<file path="src/rtl/gcd_pkg.sv">
// Shared definitions for the GCD calculator datapath stages: converter FSM
// states, the display driver's blank code and the BCD capacity helper.
package gcd_pkg;

   typedef enum logic [1:0] {
      IDLE = 2'd0,
      CONV = 2'd1,
      HOLD = 2'd2
   } state_t;

   localparam logic [3:0] BCD_BLANK = 4'hF;

   // Smallest number of decimal digits able to show 2^width-1 (width < 64).
   function automatic int min_bcd_digits(input int width);
      longint unsigned max_val;
      longint unsigned pow10;
      int              digits;
      max_val = (64'd1 << width) - 64'd1;
      pow10   = 64'd1;
      digits  = 0;
      while (pow10 <= max_val) begin
         pow10  = pow10 * 64'd10;
         digits = digits + 1;
      end
      return digits;
   endfunction

endpackage

</file>
<file path="src/rtl/gcd_bcd_adj3.sv">
// Double-dabble digit correction: add 3 to a BCD digit that is 5 or more so
// that the following left shift carries correctly into the next digit.
module gcd_bcd_adj3 (
   input  logic [3:0] digit_in,
   output logic [3:0] digit_out
);

   // Inputs are always 0..9 here, so the sum stays inside 4 bits.
   assign digit_out = (digit_in >= 4'd5) ? digit_in + 4'd3 : digit_in;

endmodule

</file>
<file path="src/rtl/gcd_bcd_converter.sv">
// Sequential binary-to-packed-BCD converter (shift-and-add-3, one bit per
// clock) fed by the GCD controller's done flag.
// Build option: define GCD_BCD_BLANK_LEADING_ZEROS_EN to replace leading zero
// digits (all but the least-significant) with the display blank code.
module gcd_bcd_converter
   import gcd_pkg::*;
#(
   parameter int WIDTH  = 8,
   parameter int DIGITS = 3
) (
   input  logic                  clk,
   input  logic                  reset_n,
   input  logic                  start,
   input  logic [WIDTH-1:0]      bin,
   output logic [4*DIGITS-1:0]   bcd,
   output logic                  valid,
   output logic                  busy
);

   localparam int BW = 4 * DIGITS;
   localparam int SW = BW + WIDTH;
   localparam int CW = $clog2(WIDTH + 1);

   // Parameter sanity: refuse to build a converter that could overflow.
   if (WIDTH < 1) begin : g_width_check
      $error("gcd_bcd_converter: WIDTH must be at least 1");
   end
   if (DIGITS < min_bcd_digits(WIDTH)) begin : g_digits_check
      $error("gcd_bcd_converter: DIGITS too small for WIDTH");
   end

   state_t          state, state_nxt;
   logic            start_q;
   logic            trigger;
   logic [SW-1:0]   shift_q, shift_nxt;
   logic [SW-1:0]   adj;
   logic [SW-1:0]   shifted;
   logic [BW-1:0]   adj_digits;
   logic [BW-1:0]   final_raw;
   logic [BW-1:0]   final_disp;
   logic [BW-1:0]   bcd_nxt;
   logic [CW-1:0]   cnt_q, cnt_nxt;
   logic            valid_nxt, busy_nxt;

   assign trigger = start & ~start_q;

   // Per-digit add-3 correction ahead of every shift.
   for (genvar g = 0; g < DIGITS; g++) begin : g_adj
      gcd_bcd_adj3 u_adj3 (
         .digit_in  (shift_q[WIDTH + 4*g +: 4]),
         .digit_out (adj_digits[4*g +: 4])
      );
   end

   assign adj       = {adj_digits, shift_q[WIDTH-1:0]};
   assign shifted   = {adj[SW-2:0], 1'b0};
   assign final_raw = shifted[SW-1:WIDTH];

   // Display formatting of the final digits before they are registered.
   always_comb begin
      final_disp = final_raw;
`ifdef GCD_BCD_BLANK_LEADING_ZEROS_EN
      begin : blank_scan
         logic leading;
         leading = 1'b1;
         for (int i = DIGITS - 1; i >= 1; i--) begin
            if (leading && (final_raw[4*i +: 4] == 4'h0)) begin
               final_disp[4*i +: 4] = BCD_BLANK;
            end else begin
               leading = 1'b0;
            end
         end
      end
`endif
   end

   // Next-state and datapath control for the IDLE/CONV/HOLD sequence.
   always_comb begin
      // NOTE: every output gets a default first, so no path leaves one unassigned and no latch is inferred.
      state_nxt = state;
      shift_nxt = shift_q;
      cnt_nxt   = cnt_q;
      bcd_nxt   = bcd;
      valid_nxt = valid;
      busy_nxt  = busy;
      case (state)
         IDLE, HOLD: begin
            if (trigger) begin
               shift_nxt = {{BW{1'b0}}, bin};
               cnt_nxt   = CW'(WIDTH);
               busy_nxt  = 1'b1;
               valid_nxt = 1'b0;
               state_nxt = CONV;
            end
         end
         CONV: begin
            shift_nxt = shifted;
            cnt_nxt   = cnt_q - 1'b1;
            if (cnt_q == CW'(1)) begin
               bcd_nxt   = final_disp;
               valid_nxt = 1'b1;
               busy_nxt  = 1'b0;
               state_nxt = HOLD;
            end
         end
         default: state_nxt = IDLE;
      endcase
   end

   // State, datapath and output registers; reset aborts any conversion.
   always_ff @(posedge clk or negedge reset_n) begin
      // NOTE: non-blocking assignments so every register samples pre-edge values, regardless of statement order.
      if (!reset_n) begin
         state   <= IDLE;
         start_q <= 1'b0;
         shift_q <= '0;
         cnt_q   <= '0;
         bcd     <= '0;
         valid   <= 1'b0;
         busy    <= 1'b0;
      end else begin
         state   <= state_nxt;
         start_q <= start;
         shift_q <= shift_nxt;
         cnt_q   <= cnt_nxt;
         bcd     <= bcd_nxt;
         valid   <= valid_nxt;
         busy    <= busy_nxt;
      end
   end

endmodule

</file>
<file path="config.mk">
export PLATFORM = sky130hd
export DESIGN_NAME = gcd_bcd_converter
export DESIGN_NICKNAME = d
export VERILOG_FILES = /design/src/rtl/gcd_pkg.sv /design/src/rtl/gcd_bcd_adj3.sv /design/src/rtl/gcd_bcd_converter.sv
export SDC_FILE = /design/constraint.sdc
export NUM_CORES = 1
export LEC_CHECK = 0
export BUFFER_PORTS_ARGS = -buffer_cell sky130_fd_sc_hd__buf_2
export CORE_UTILIZATION = 40
export DETAILED_ROUTE_END_ITERATION = 7
export HOLD_SLACK_MARGIN = 0.03
export PLACE_DENSITY = 0.61
export SLEW_MARGIN = 20
export SYNTH_ARGS = -nofsm -noshare
export SYNTH_HDL_FRONTEND = slang
export SYNTH_SLANG_ARGS = --single-unit
</file>
<file path="constraint.sdc">
create_clock -name clk -period 2.4 [get_ports clk]
set_input_delay 0.48 -clock clk [delete_from_list [all_inputs] [get_ports clk]]
set_output_delay 0.48 -clock clk [all_outputs]
set_load 0.03 [all_outputs]
</file>
After elaboration in Yosys (flattened, before gate mapping):

Cells that the tools add are included.

* $add $sub $neg: 4
* magnitude comparators: 3
* eq/ne operators: 5
* multiplexer cells: 16
* bitwise operators: 2
* reductions and logical operators: 7

Operators by type and width (number)
* one-hot mux 20 bit (2 select lines): 1
* two-way mux 20 bit: 1
* greater-or-equal comparator 4 x 3 -> 1 bit, second input constant: 3
* two-way mux 4 bit: 3
* adder 4 x 2 -> 4 bit, second input constant: 2
* one-hot mux 4 bit (2 select lines): 1
* AND reduction 2 bit: 3
* equality test 4 x 1 -> 1 bit, second input constant: 1
* two-way mux 1 bit: 4
* two-way mux 2 bit: 2
* inequality test 2 bit, second input constant: 2
* one-hot mux 1 bit (2 select lines): 2
* one-hot mux 2 bit (2 select lines): 1
* subtractor 4 x 1 -> 4 bit, second input constant: 1
* adder 3 x 2 -> 3 bit, second input constant: 1
* two-way mux 3 bit: 1
* AND reduction 3 bit: 1
* equality test 2 x 1 -> 1 bit, second input constant: 1
* equality test 2 bit, second input constant: 1
* logical NOT 2 bit: 1
* nonzero test 2 bit: 1
* OR reduction 2 bit: 1
* AND 1 bit: 1
* inverter 1 bit: 1

* register bits: 41
* input port bits: 11
* output and inout port bits: 14

Longest topological paths before layout:

* word-level depth: 4
* depth in mapped cells: 7
* depth with buffers taken out: 6

Modules after synthesis:

From an unflattened synthesis, not the netlist that was laid out.

* cells, all modules: 198
* area total of the unflattened synthesis: 2028.2 µm²

Modules (own cells, without submodules)
* gcd_bcd_converter: times used 1, cells each 150, area each 1724.2 µm², sequential area each 1026.0 µm²
* gcd_bcd_adj3: times used 3, cells each 16, area each 101.3 µm², sequential area each 0.0 µm²

Least setup slack after synthesis:

No wires, ideal clock.

* kind: register to register
* start: register shift_q[8]
* end: register shift_q[10]
* data arrival time: 1.444 ns
* required time: 2.317 ns
* slack: 0.874 ns
* stages on the path, launching flop included: 7
* cells stage by stage: dfrtp_1 -> inv_1 -> ha_1 -> nand2b_1 -> a21oi_1 -> mux2_2 -> o21ai_0

* word-level cells in the longest chain between the ends: 3
* elaborated cells between the ends (all ways): 4

Ends and longest elaborated chain
* from (decl): RTL line gcd_bcd_converter.sv:35 `logic [SW-1:0] shift_q, shift_nxt;`
* from (signal assigned): RTL line gcd_bcd_converter.sv:124 `shift_q <= shift_nxt;`
* adder 4 x 2 -> 4 bit or greater-or-equal comparator 4 x 3 -> 1 bit (tied branches): RTL line gcd_bcd_adj3.sv:9 `assign digit_out = (digit_in >= 4'd5) ? digit_in + 4'd3 : digit_in;`
* two-way mux 4 bit *: RTL line gcd_bcd_adj3.sv:9
* one-hot mux 20 bit (2 select lines) *: RTL line gcd_bcd_converter.sv:86 `case (state)`

Every way passes the cells marked *; elsewhere a longest branch is shown, timed or not.
A chain may end at the register's enable or synchronous reset.

Worst setup path after layout:

* start: register cnt_q[1]
* end: register bcd[2]

* word-level cells in the longest chain between the ends: 2

Ends and longest elaborated chain
* from (decl): RTL line gcd_bcd_converter.sv:42 `logic [CW-1:0] cnt_q, cnt_nxt;`
* from (signal assigned): RTL line gcd_bcd_converter.sv:125 `cnt_q <= cnt_nxt;`
* equality test 4 x 1 -> 1 bit: RTL line gcd_bcd_converter.sv:99 `if (cnt_q == CW'(1)) begin`
* AND reduction 2 bit (no line)
* to (signal assigned): RTL line gcd_bcd_converter.sv:126 `bcd <= bcd_nxt;`
* to (decl): RTL line gcd_bcd_converter.sv:15 `output logic [4*DIGITS-1:0] bcd,`

Every way passes these cells.

==> flow_summary.json <==
{
  "regArea_mm2": 0.00103,
  "path_class": "flip-flop to flip-flop",
  "drcViolationCount": 0,
  "leakage_nw": 1.02,
  "drtIter0Drc": 80,
  "drv_cap": 0,
  "routedWlPerCell_um": 13.1,
  "layout-area-overhead-vs-synth_pct": 15.4,
  "cpMaxStageDelayCell": "dfrtp_1",
  "ys_seq_elements": 41,
  "path_buf_inv": 2,
  "multiInputGateArea_um2": 783,
  "wl_mm": 3.52,
  "cts_resized": 0,
  "vias": 1388,
  "p_int_w": 0.00173,
  "cts_tree": "done",
  "worst_setup_path_end_kind": "flip-flop",
  "seq_power_share": 0.394,
  "die_w_um": 70.5,
  "layout_min_cycle_time_ps": 1730,
  "gr-total-overflow": 0,
  "drive_gt1_frac": 0.190,
  "finalWorstSetupSlack_ps": 671,
  "ios": 25,
  "grt_pass1_wl_mm": 6.22,
  "arrival_ps": 1900,
  "numClockSinks": 41,
  "p_comb_frac": 0.461,
  "reg2reg_to": "bcd[2]$_DFFE_PN0P_",
  "seq_area_frac_synth": 0.547,
  "hp-class": "input port to async pin",
  "final_cells": 268,
  "avgSynthCellArea_um2": 10.1,
  "cpMostUsedCell": "nand2_1",
  "fin_hold_ws_ps": 137,
  "slew_headroom": 0.576,
  "fillers": 425,
  "routabilityCongestion": 0.776,
  "synth_cell_types": 25,
  "switching_share": 0.427,
  "synthesis.area_mm2": 0.00187,
  "setup_viol": 0,
  "fin_skew_ps": 3.95,
  "clk_latency_ps": 300,
  "finalHoldViolations": 0,
  "core_area_mm2": 0.00441,
  "final_cell_area_mm2": 0.00216,
  "hold_buffers": 0,
  "tightest_slew_ps": 636,
  "clk_pin_slew_ps": 70,
  "dpl.hpwl_mm": 2.36,
  "drt_first_pass_iters": 4,
  "period_share": 0.720,
  "crit_path_start_kind": "flip-flop",
  "via_per_inst": 5.18,
  "ant_nets": 0,
  "fmax_mhz": 578,
  "power_density_mw_per_mm2": 1400,
  "reg2reg_slack_ps": 670,
  "place_inst": 260,
  "cts_post_setup_buffers_inserted": 0,
  "die_h_um": 70.5,
  "r2r-start": "cnt_q[1]$_DFFE_PN0P_",
  "die-area_mm2": 0.00496,
  "antenna_cells": 0,
  "cts_max_path_buffers": 2,
  "p_sw_w": 0.00129,
  "htree_levels": 2,
  "worstPathCellList": "inv_1 -> ha_1 -> nor3b_1 -> nand2_1 -> buf_4 -> nand2_1 -> o21ai_0",
  "cp-startpoint": "cnt_q[1]$_DFFE_PN0P_",
  "gr-usage-all-layers": 0.163,
  "slowest_delay_ps": 390,
  "cts_inserted_buffers": 5,
  "io_buffers": 24,
  "grt_max_degree": 42,
  "r2r_cells": 7,
  "antenna_found_initial": 0,
  "peakVddDrop_mv": 0.594,
  "place_area_mm2": 0.00208,
  "pre_cts_ws_ps": 718,
  "syn-num-nets": 205,
  "start_util": 0.425,
  "fin_setup_tns_ps": 0,
  "cts_root_buf": "clkbuf_8",
  "yosysWarnings": 0,
  "maxSlewViolCount": 0,
  "synth_cells": 186,
  "cp_top_family": "simple AND/OR/NAND/NOR gates",
  "rows": 24,
  "clkPwrFrac": 0.145,
  "grt_pass1_vias": 1348,
  "layout.nets": 234,
  "required_ps": 2570,
  "crit_path_max_fanout": 24,
  "status": "finished, final reports clean",
  "grt_setup_unrepaired": "no"
}
## registers in the layout, summed over array words and instances (netlist names)
signal	cells
shift_q	20
cnt_q	4
state	2
bcd	12
valid	1
start_q	1
busy	1
## cell usage after synthesis, drive strengths merged
master / n / share of area
o31ai: 4 / 0.016
or3b: 1 / 0.0047
a22oi: 3 / 0.012
nor4: 1 / 0.0033
nand2: 28 / 0.060
o21ai: 24 / 0.064
xnor2: 4 / 0.019
o22ai: 4 / 0.013
nand2b: 5 / 0.017
nand3: 10 / 0.027
nor2: 11 / 0.022
inv: 8 / 0.016
clkbuf: 4 / 0.0080
mux2: 4 / 0.024
nand3b: 1 / 0.0040
a21oi: 9 / 0.024
nor2b: 1 / 0.0033
buf: 4 / 0.011
a32o: 3 / 0.016
nor3b: 7 / 0.031
ha: 8 / 0.053
dfrtp: 41 / 0.55
xor2: 1 / 0.0047
## worst max path at each step
stage / endpoint / slack (ps) / depth (start not counted)
after floorplan: shift_q[10]$_DFFE_PN0P_ / 870 / 6
after global placement: bcd[2]$_DFFE_PN0P_ / 750 / 7
after detailed placement: bcd[5]$_DFFE_PN0P_ / 720 / 7
after CTS: bcd[2]$_DFFE_PN0P_ / 680 / 7
after global routing: bcd[2]$_DFFE_PN0P_ / 520 / 7
final: bcd[2]$_DFFE_PN0P_ / 670 / 7
## area by class of cell
| type | count | area share |
|---|---|---|
| timing repair buffer | 30 | 0.0822 |
| clock buffer | 8 | 0.0370 |
| tap | 52 | 0.0301 |
| sequential | 41 | 0.475 |
| inverter | 8 | 0.0139 |
| multi-input combinational | 129 | 0.362 |
## power by group through the flow
stage | logic, W | clock network (W) | registers (W)
4_1_cts | 0.00141 | 0.000453 | 0.00119
5_1_grt | 0.00159 | 0.000476 | 0.00124
6_report | 0.00139 | 0.000438 | 0.00119
3_5_place_dp | 0.00141 | 0 | 0.00120
2_1_floorplan | 0.000870 | 0 | 0.00136
3_3_place_gp | 0.00139 | 0 | 0.00119
## cells by family after synthesis
logic type / Yosys count / share of synthesized area
compound gates: 47 / 0.146
xor+xnor: 5 / 0.0234
fa+ha+maj: 8 / 0.0534
simple gates: 65 / 0.172
flops: 41 / 0.547
buf+inv: 16 / 0.0347
mux: 4 / 0.0240
## through the flow
| step | util | power (W) |
|---|---|---|
| 2_1_floorplan | - | 0.00223 |
| 3_3_place_gp | 0.472 | 0.00259 |
| 3_5_place_dp | 0.472 | 0.00261 |
| 4_1_cts | 0.490 | 0.00306 |
| 5_1_grt | 0.490 | 0.00330 |
| 6_report | 0.490 | 0.00302 |
## placed cells by master (no fill, tap or decap)
cell type  Yosys  layout
o31ai_1        4       4
mux2_2         4       4
o21ai_0       24      24
nor2b_1        1       1
a32o_1         3       3
buf_2          4      24
xnor2_1        4       4
clkbuf_1       4       3
buf_4          0       5
dfrtp_1       41      41
nand2_1       27      27
clkbuf_8       0       5
a22oi_1        3       3
nor3b_2        1       1
or3b_1         1       1
nand2_4        1       1
nand2b_1       5       5
inv_1          8       8
nand3b_1       1       1
nand3_1       10      10
nor2_1        11      11
nor3b_1        6       6
a21oi_1        9       9
nor4_1         1       1
xor2_1         1       1
o22ai_1        4       4
buf_12         0       1
ha_1           8       8
## metal layers
layer / vias up / track usage / routed length (µm)
met3: 6 / 0.0534 / 143
met4: 0 / 0.0600 / 55
met2: 21 / 0.248 / 1540
met5: - / 0 / 0
li1: 699 / - / -
met1: 662 / 0.218 / 1790
No activity file was read; power rests on OpenSTA's default activity.
